[config.mk]
export PLATFORM = sky130hd
export DESIGN_NAME = ring_step_controller
export DESIGN_NICKNAME = d
export VERILOG_FILES = /design/src/rtl/ring_pkg.sv /design/src/rtl/ring_shift_reg.sv /design/src/rtl/ring_step_controller.sv
export SDC_FILE = /design/constraint.sdc
export NUM_CORES = 1
export LEC_CHECK = 0
export CELL_PAD_IN_SITES_DETAIL_PLACEMENT = 1
export CELL_PAD_IN_SITES_GLOBAL_PLACEMENT = 2
export CORE_MARGIN = 5
export CORE_UTILIZATION = 30
export DETAILED_ROUTE_END_ITERATION = 12
export PLACE_DENSITY_LB_ADDON = 0.2
export SYNTH_ARGS = -nofsm -noshare
export SYNTH_HDL_FRONTEND = slang
export SYNTH_SLANG_ARGS = --single-unit
[constraint.sdc]
create_clock -name Clk -period 3.67 [get_ports Clk]
set_input_delay 0.367 -clock Clk [delete_from_list [all_inputs] [get_ports Clk]]
set_output_delay 0.367 -clock Clk [all_outputs]
set_load 0.01 [all_outputs]
[src/rtl/ring_pkg.sv]
// Shared definitions for the one-hot ring step controller: FSM states,
// direction codes, ring reset pattern and a one-hot test helper.
package ring_pkg;

    typedef enum logic [1:0] {
        IDLE = 2'd0,
        RUN  = 2'd1,
        DONE = 2'd2
    } state_t;

    localparam logic DIR_DOWN = 1'b0;
    localparam logic DIR_UP   = 1'b1;

    // Widest ring supported; narrower rings zero-extend into helpers
    localparam int MAX_W = 64;
    localparam logic [MAX_W-1:0] RING_RST = 64'd1;

    function automatic logic is_onehot(input logic [MAX_W-1:0] v);
        return (v != '0) && ((v & (v - 64'd1)) == '0);
    endfunction

endpackage

[src/rtl/ring_shift_reg.sv]
// WIDTH-bit ring register: synchronous load or one-position rotate.
// Load has priority over rotate; reset restores the single-bit pattern.
module ring_shift_reg
    import ring_pkg::*;
#(
    parameter int WIDTH = 4
) (
    input  logic             i_clk,
    input  logic             i_rst,
    input  logic             i_load,
    input  logic [WIDTH-1:0] i_load_val,
    input  logic             i_rot_en,
    input  logic             i_dir,
    output logic [WIDTH-1:0] o_q
);

    localparam logic [WIDTH-1:0] W_RST = RING_RST[WIDTH-1:0];

    logic [WIDTH-1:0] r_q;
    logic [WIDTH-1:0] w_rot;

    // DIR_DOWN moves the hot bit toward bit 0, wrapping bit 0 to the MSB
    assign w_rot = (i_dir == DIR_UP) ? {r_q[WIDTH-2:0], r_q[WIDTH-1]}
                                     : {r_q[0], r_q[WIDTH-1:1]};

    always_ff @(posedge i_clk) begin
        if (i_rst)
            r_q <= W_RST;
        else if (i_load)
            r_q <= i_load_val;
        else if (i_rot_en)
            r_q <= w_rot;
    end

    assign o_q = r_q;

endmodule

[src/rtl/ring_step_controller.sv]
// Sequencer that loads a one-hot ring, rotates it a commanded number of
// steps (pausable), then pulses Done. Illegal seeds are replaced and flagged.
module ring_step_controller
    import ring_pkg::*;
#(
    parameter int WIDTH = 4,
    parameter int CNT_W = 8
) (
    input  logic             Clk,
    input  logic             Reset,
    input  logic             Start,
    input  logic             Dir,
    input  logic [CNT_W-1:0] Steps,
    input  logic [WIDTH-1:0] Seed,
    input  logic             Pause,
    output logic [WIDTH-1:0] Q,
    output logic             Busy,
    output logic             Done,
    output logic             Error
);

    localparam logic [WIDTH-1:0] W_RST = RING_RST[WIDTH-1:0];

    state_t           r_state;
    state_t           w_next;
    logic [CNT_W-1:0] r_cnt;
    logic             r_dir;
    logic             r_err;

    logic             w_accept;
    logic             w_rot_en;
    logic             w_seed_ok;
    logic [WIDTH-1:0] w_load_val;

    assign w_seed_ok  = is_onehot(MAX_W'(Seed));
    assign w_load_val = w_seed_ok ? Seed : W_RST;

    always_ff @(posedge Clk) begin
        if (Reset)
            r_state <= IDLE;
        else
            r_state <= w_next;
    end

    always_comb begin
        w_next = r_state;
        case (r_state)
            IDLE: if (Start) w_next = (Steps != '0) ? RUN : DONE;
            RUN:  if (!Pause && r_cnt == CNT_W'(1)) w_next = DONE;
            DONE: w_next = IDLE;
            default: w_next = IDLE;
        endcase
    end

    always_comb begin
        w_accept = 1'b0;
        w_rot_en = 1'b0;
        Busy     = 1'b0;
        Done     = 1'b0;
        case (r_state)
            IDLE: w_accept = Start;
            RUN: begin
                Busy     = 1'b1;
                w_rot_en = !Pause;
            end
            DONE: Done = 1'b1;
            default: ;
        endcase
    end

    // Counter guards against zero so it can never wrap below 0
    always_ff @(posedge Clk) begin
        if (Reset) begin
            r_cnt <= '0;
            r_dir <= DIR_DOWN;
            r_err <= 1'b0;
        end else if (w_accept) begin
            r_cnt <= Steps;
            r_dir <= Dir;
            r_err <= !w_seed_ok;
        end else if (w_rot_en && r_cnt != '0) begin
            r_cnt <= r_cnt - CNT_W'(1);
        end
    end

    ring_shift_reg #(.WIDTH(WIDTH)) u_ring (
        .i_clk      (Clk),
        .i_rst      (Reset),
        .i_load     (w_accept),
        .i_load_val (w_load_val),
        .i_rot_en   (w_rot_en),
        .i_dir      (r_dir),
        .o_q        (Q)
    );

    assign Error = r_err;

endmodule

==> results of run 1 <==
[flip-flops by register name (all words and copies together) (netlist names)]
register and cells:
r_dir 1, r_state 2, Error 1, r_cnt 8, u_ring.o_q 4
[synthesized netlist by cell type (all sizes together) (2+ instances only)]
master and count:
nand4 2, a21oi 11, mux2i 4, or4b 2
o31ai 2, nor4b 2, nand2b 2, nor4 6
o32ai 2, o21ai 10, nor3b 2, nand2 8
buf 3, inv 7, clkbuf 6, a211oi 4
or4 3, a31oi 3, nor3 4, o211ai 3
ha 3, nor2 15, dfxtp 16, nor2b 2
[power by group through the flow]
stage	clock network (mW)	logic (mW)	registers, mW
after floorplan	0	0.239	0.245
after global placement	0	0.335	0.256
after detailed placement	0	0.342	0.258
after CTS	0.133	0.343	0.254
after global routing	0.139	0.384	0.261
final	0.127	0.341	0.254
[layout make-up]
| class | instances | area share [%] |
|---|---|---|
| Timing Repair Buffer | 25 | 18.05 |
| Tap cell | 46 | 4.236 |
| Inverter | 7 | 1.934 |
| Clock buffer | 4 | 2.670 |
| Multi-Input combinational cell | 103 | 49.54 |
| Sequential cell | 16 | 23.57 |
[layer usage]
layer | track usage, % | wire length [um] | up-vias
met2 | 21.50 | 1404 | 19
met5 | 0 | 0 | -
met4 | 3.905 | 31 | 0
met1 | 20.61 | 1654 | 510
li1 | - | - | 547
met3 | 4.203 | 123 | 5
[metrics by stage]
stage | area (um^2) | cells
2_1_floorplan | 1051 | 135
3_3_place_gp | 1323 | 197
3_5_place_dp | 1323 | 197
4_1_cts | 1359 | 201
5_1_grt | 1359 | 201
6_report | 1359 | 201
[logic make-up after synthesis]
| logic type | Yosys count | synth area share (%) |
|---|---|---|
| AND/OR/NAND/NOR | 53 | 28.93 |
| adder cells (fa/ha/maj) | 3 | 3.572 |
| multiplexers | 4 | 3.810 |
| buffers and inverters | 16 | 5.952 |
| AO/OA/AOI/OAI | 42 | 26.43 |
| flip-flops | 16 | 30.48 |
| XOR/XNOR | 1 | 0.8335 |
[worst paths after layout]
kind	startpoint	endpoint	slack [ns]	depth (start not counted)
setup / recovery	r_cnt[3]	r_cnt[7]	1.67	4
hold / removal	Error	Error	0.46	2
setup reg to reg	r_cnt[3]	r_cnt[7]	1.67	4
hold reg to reg	Error	Error	0.46	2
[critical path, delay by kind of cell (launching register included)]
kind            cells  cell delay [ns]
compound gates      1             0.27
flops               1             0.37
simple gates        3             1.26
[placed cells by master (no fill, tap or decap), types with 3 or more instances in the layout]
master / n
dfxtp_1: 16
o211ai_1: 3
nor3_1: 4
nand2_1: 8
o21ai_0: 10
a211oi_1: 4
a31oi_1: 3
nor2_1: 15
nor4_1: 5
ha_1: 3
clkdlybuf4s50_1: 23
mux2i_1: 4
a21oi_1: 11
inv_1: 7
clkbuf_4: 3
==> impl_metrics.py, run 1 <==
metrics = {
    "run_status": {
        "status": "complete, no violations",
    },
    "clocking": {
        "htree_levels": 1,
        "insertion_delay_ns": 0.30,
        "hold_buffers": 0,
        "cts_sinks": 16,
        "cts_tree": "yes",
        "clk_pin_slew_worst_paths_ns": 0.11,
        "post_cts_resize_count": 0,
        "post_cts.repair.setup_buffers": 0,
        "cts-buffers-inserted": 3,
        "cts-root-buf": "clkbuf_4",
        "cts.path.max_buffers": 2,
    },
    "logic_synthesis": {
        "synth-edff-count": 0,
        "async_flop_share_pct": 0,
        "syn_inst": 135,
        "synth-main-ff-cell": "dfxtp_1",
        "synth.distinct_cells": 40,
        "yosysTopAreaCell": "dfxtp_1",
        "synth_seq_cells": 16,
        "syn_area_um2": 1051,
        "yosysTopAreaCellShare_pct": 30.48,
        "synth_area_per_cell_um2": 7.785,
        "yosysWarnings": 0,
        "ys_seq_area_share_pct": 30.48,
        "synth.area.top_cells": "dfxtp_1, nor2_1, a21oi_1",
        "syn_nets": 155,
    },
    "setup_path": {
        "crit_type": "register to register",
        "max_stage_delay_ns": 0.57,
        "critPathMaxFanout": 7,
        "arrival_ns": 2.21,
        "crit_slowest_cell": "or4_4",
        "path_cells": "or4_4 -> nor4_2 -> nor2_1 -> a221oi_1",
        "worstPathRequired_ns": 3.88,
        "start_kind": "register",
        "end_kind": "register",
    },
    "timing": {
        "fmax_mhz": 499.9,
        "finalCritPeriodShare_pct": 54.50,
        "fin_ws_ns": 1.670,
        "skew_ns": 0.005237,
        "hold_viol_final": 0,
        "finalSetupViolCount": 0,
        "slew_headroom_pct": 52.53,
        "slew_viol_final": 0,
        "period_needed_ns": 2.000,
        "setup-tns-final_ns": 0,
        "tightest_slew_ns": 0.7099,
        "hold-worst-slack_ns": 0.4614,
        "rsz0062_at_grt": "no",
    },
    "finish": {
        "num_antenna_cells": 0,
        "fillers": 445,
        "drive_gt1_share_pct": 9.032,
        "multi_input_area_um2": 673.1,
        "syn_to_final_growth_pct": 29.29,
        "final_nets": 176,
        "final_util_pct": 40.40,
        "regArea_um2": 320.3,
    },
    "floorplanning": {
        "core_area_um2": 3363,
        "initial_utilization_pct": 31.25,
        "num_rows": 21,
        "die-area_um2": 4787,
        "die_h_um": 69.19,
        "die_x_um": 69.19,
        "io_pins": 24,
    },
    "placement": {
        "place_congestion": 0.7908,
        "post-dp-hpwl_um": 2407,
        "placement.io_buffers": 23,
        "pre_cts_ws_ns": 1.350,
    },
    "routing": {
        "drt-initial-drc-count": 67,
        "postRouteAntennaNets": 0,
        "vias": 1081,
        "wl_per_cell_um": 15.99,
        "routed_wl_um": 3213,
        "first_pass_iters": 4,
        "via_per_inst": 5.378,
        "drcViolationCount": 0,
    },
    "power_and_ir_drop": {
        "finalPower_mw": 0.7217,
        "switching_share_pct": 40.81,
        "power.switching_mw": 0.2945,
        "ir_drop_mv": 0.2785,
        "p_clk_share_pct": 17.6,
        "p_leak_nw": 0.4851,
        "cellPowerDensity_nw_per_um2": 531.1,
        "seqPwrFrac_pct": 35.1,
        "pwr-share-comb_pct": 47.2,
        "p_int_mw": 0.4272,
    },
    "grt": {
        "antenna_found_initial": 0,
        "grt_first_pass_wirelength_um": 5706,
        "grt.overflow.total": 0,
        "grtUsageTotal_pct": 14.59,
        "grt_pass1_vias": 1134,
        "grt_max_degree": 23,
    },
    "flow_run": {
        "drv_cap": 0,
    },
    "min_path": {
        "hold_path_class": "register to register",
    },
}
Power figures use the tool's default switching activity.
==> run 2, diff against run 1 <==
--- a/config.mk
+++ b/config.mk
@@ -8,7 +8,7 @@
 export CELL_PAD_IN_SITES_DETAIL_PLACEMENT = 1
 export CELL_PAD_IN_SITES_GLOBAL_PLACEMENT = 2
 export CORE_MARGIN = 5
-export CORE_UTILIZATION = 30
+export CORE_UTILIZATION = 25
 export DETAILED_ROUTE_END_ITERATION = 12
 export PLACE_DENSITY_LB_ADDON = 0.2
 export SYNTH_ARGS = -nofsm -noshare
==> constraint.sdc (replaced) <==
create_clock -name Clk -period 1.7 [get_ports Clk]
set_input_delay 0.17 -clock Clk [delete_from_list [all_inputs] [get_ports Clk]]
set_output_delay 0.17 -clock Clk [all_outputs]
set_load 0.01 [all_outputs]
==> run 2 against run 1 <==
Non-clock buffer count rose by 32; core utilization grew 1.8 points; largest cell class unchanged; combinational power rose to 3.7 times the previous value; highest routed layer unchanged; the flow now finishes with violations (setup timing); setup slack worse by 1.8 ns; routed wire length is 24% higher; clock power grew to 2.8 times the previous value; global-route usage down 0.11 points; worst hold slack improved by 0.0083 ns; register-to-register slack worse by 1.8 ns.
==> impl_metrics.py, run 2 (synthesis gave the netlist of run 1 again) <==
metrics = {
    "run_status": {
        "status": "finished with violations",
        "violations": "setup timing",
    },
    "power_and_ir_drop": {
        "cellPowerDensity_nw_per_um2": 1259,
        "finalPower_mw": 2.141,
        "p_leak_nw": 0.6813,
        "ir_drop_mv": 0.4618,
    },
    "grt": {
        "grtUsageTotal_pct": 14.48,
        "grt_max_degree": 17,
        "grt.overflow.total": 0,
        "grt_pass1_vias": 1300,
        "antenna_found_initial": 0,
        "grt_first_pass_wirelength_um": 6147,
    },
    "routing": {
        "drt-initial-drc-count": 32,
        "postRouteAntennaNets": 0,
        "vias": 1275,
        "via_per_inst": 5.380,
        "drcViolationCount": 0,
        "first_pass_iters": 4,
        "routed_wl_um": 3985,
        "wl_per_cell_um": 16.81,
    },
    "setup_path": {
        "critical_path_depth": 4,
        "worstPathRequired_ns": 1.87,
        "end_kind": "register",
        "crit_family": "simple AND/OR/NAND/NOR gates",
        "path_common_cell": "or4_4",
        "crit_type": "register to register",
        "crit_slowest_cell": "or4_4",
        "path_cells": "or4_4 -> or4_4 -> a311o_1 -> o31ai_1",
        "worst-path-buf-inv": 0,
        "arrival_ns": 1.97,
        "rr_endpoint": "r_cnt[6]",
        "worstRegToRegCells": 4,
        "critPathMaxFanout": 4,
        "max_stage_delay_ns": 0.55,
        "worst-r2r-setup-slack_ns": -0.10,
        "r2r_start": "r_cnt[6]",
        "start_kind": "register",
    },
    "clocking": {
        "clk_pin_slew_worst_paths_ns": 0.07,
        "cts.path.max_buffers": 2,
        "cts-root-buf": "clkbuf_8",
        "cts_tree": "yes",
        "hold_buffers": 0,
        "insertion_delay_ns": 0.26,
        "cts_sinks": 16,
        "cts-buffers-inserted": 3,
        "htree_levels": 1,
    },
    "placement": {
        "place_congestion": 0.8703,
        "post-dp-hpwl_um": 3019,
        "placement.io_buffers": 23,
        "pre_cts_ws_ns": -0.2049,
        "dp_cells": 226,
        "place_area_um2": 1515,
    },
    "floorplanning": {
        "core_area_um2": 4029,
        "initial_utilization_pct": 26.09,
        "die_x_um": 74.84,
        "die_h_um": 74.84,
        "num_rows": 23,
        "die-area_um2": 5601,
        "io_pins": 24,
    },
    "min_path": {
        "hold_path_class": "input pin to register",
        "min_from": "Dir",
        "hold_end": "r_dir",
        "holdPathStages": 3,
    },
    "timing": {
        "hold_viol_final": 0,
        "slew_viol_final": 0,
        "finalCritPeriodShare_pct": 106.0,
        "rsz0062_at_grt": "yes",
        "slew_headroom_pct": 59.47,
        "hold-worst-slack_ns": 0.4697,
        "fin_ws_ns": -0.1017,
        "period_needed_ns": 1.802,
        "finalSetupViolCount": 8,
        "tightest_slew_ns": 0.6025,
        "skew_ns": 0.002459,
        "fmax_mhz": 555.0,
        "setup-tns-final_ns": -0.5854,
    },
    "flow_run": {
        "drv_cap": 0,
    },
    "finish": {
        "final_common_cell": "buf_4",
        "most-common-layout-cells": "buf_4, clkdlybuf4s50_1, nor2_1",
        "regMostFlops": "r_cnt",
        "fillers": 489,
        "drive_gt1_share_pct": 33.16,
        "syn_to_final_growth_pct": 61.79,
        "final_util_pct": 42.21,
        "num_antenna_cells": 0,
        "final_nets": 208,
        "regArea_um2": 329.1,
        "fin_cells": 237,
        "fin_area_um2": 1700,
        "multi_input_area_um2": 739.5,
        "largest_register_ffs": 8,
    },
}
-- run 2: how the worst max path moves through the flow --
stage                     slack (ns)     start        to
after detailed placement       -0.20     Start  r_cnt[6]
after global placement         -0.17  r_cnt[3]  r_cnt[0]
after global routing           -0.15  r_cnt[6]  r_cnt[6]
after CTS                      -0.13  r_cnt[4]  r_cnt[6]
after floorplan                -0.07  r_cnt[3]  r_cnt[6]
final                          -0.10  r_cnt[6]  r_cnt[6]
-- run 2: repair_timing --
| item | in CTS | in global routing |
|---|---|---|
| pin swaps | 2 | 4 |
| gates resized for setup | 9 | 16 |
| endpoints found under the setup margin | 9 | 12 |
| setup buffers | 1 | 6 |
| hold endpoints to repair | 0 | 0 |
-- run 2: report_power, final --
| part | internal, mW | total [mW] | switching [mW] |
|---|---|---|---|
| registers | 0.461 | 0.535 | 0.0743 |
| clock network | 0.206 | 0.354 | 0.147 |
| logic | 0.661 | 1.25 | 0.591 |
| total | 1.33 | 2.14 | 0.813 |
-- run 2: layout make-up --
type                            instances  share of cell area [%]
Clock buffer                            4                   3.238
Sequential cell                        16                   19.35
Tap cell                               50                   3.679
Timing Repair Buffer                   57                   28.70
Inverter                                7                   1.545
Multi-Input combinational cell        103                   43.49
-- run 2: worst min-delay path: cells and delay by family --
family | cells | cell delay, ns
buffers and inverters | 1 | 0.40
AO/OA/AOI/OAI | 1 | 0.05
AND/OR/NAND/NOR | 1 | 0.06
-- run 2: layer usage --
metal | share of wire (%) | GRT usage [%] | wire (um) | vias up
met5 | 0 | 0 | 0 | -
met4 | 2.3 | 6.522 | 92 | 0
met3 | 3.7 | 2.003 | 149 | 9
met2 | 46 | 23.60 | 1848 | 27
met1 | 48 | 18.92 | 1894 | 627
li1 | - | - | - | 612
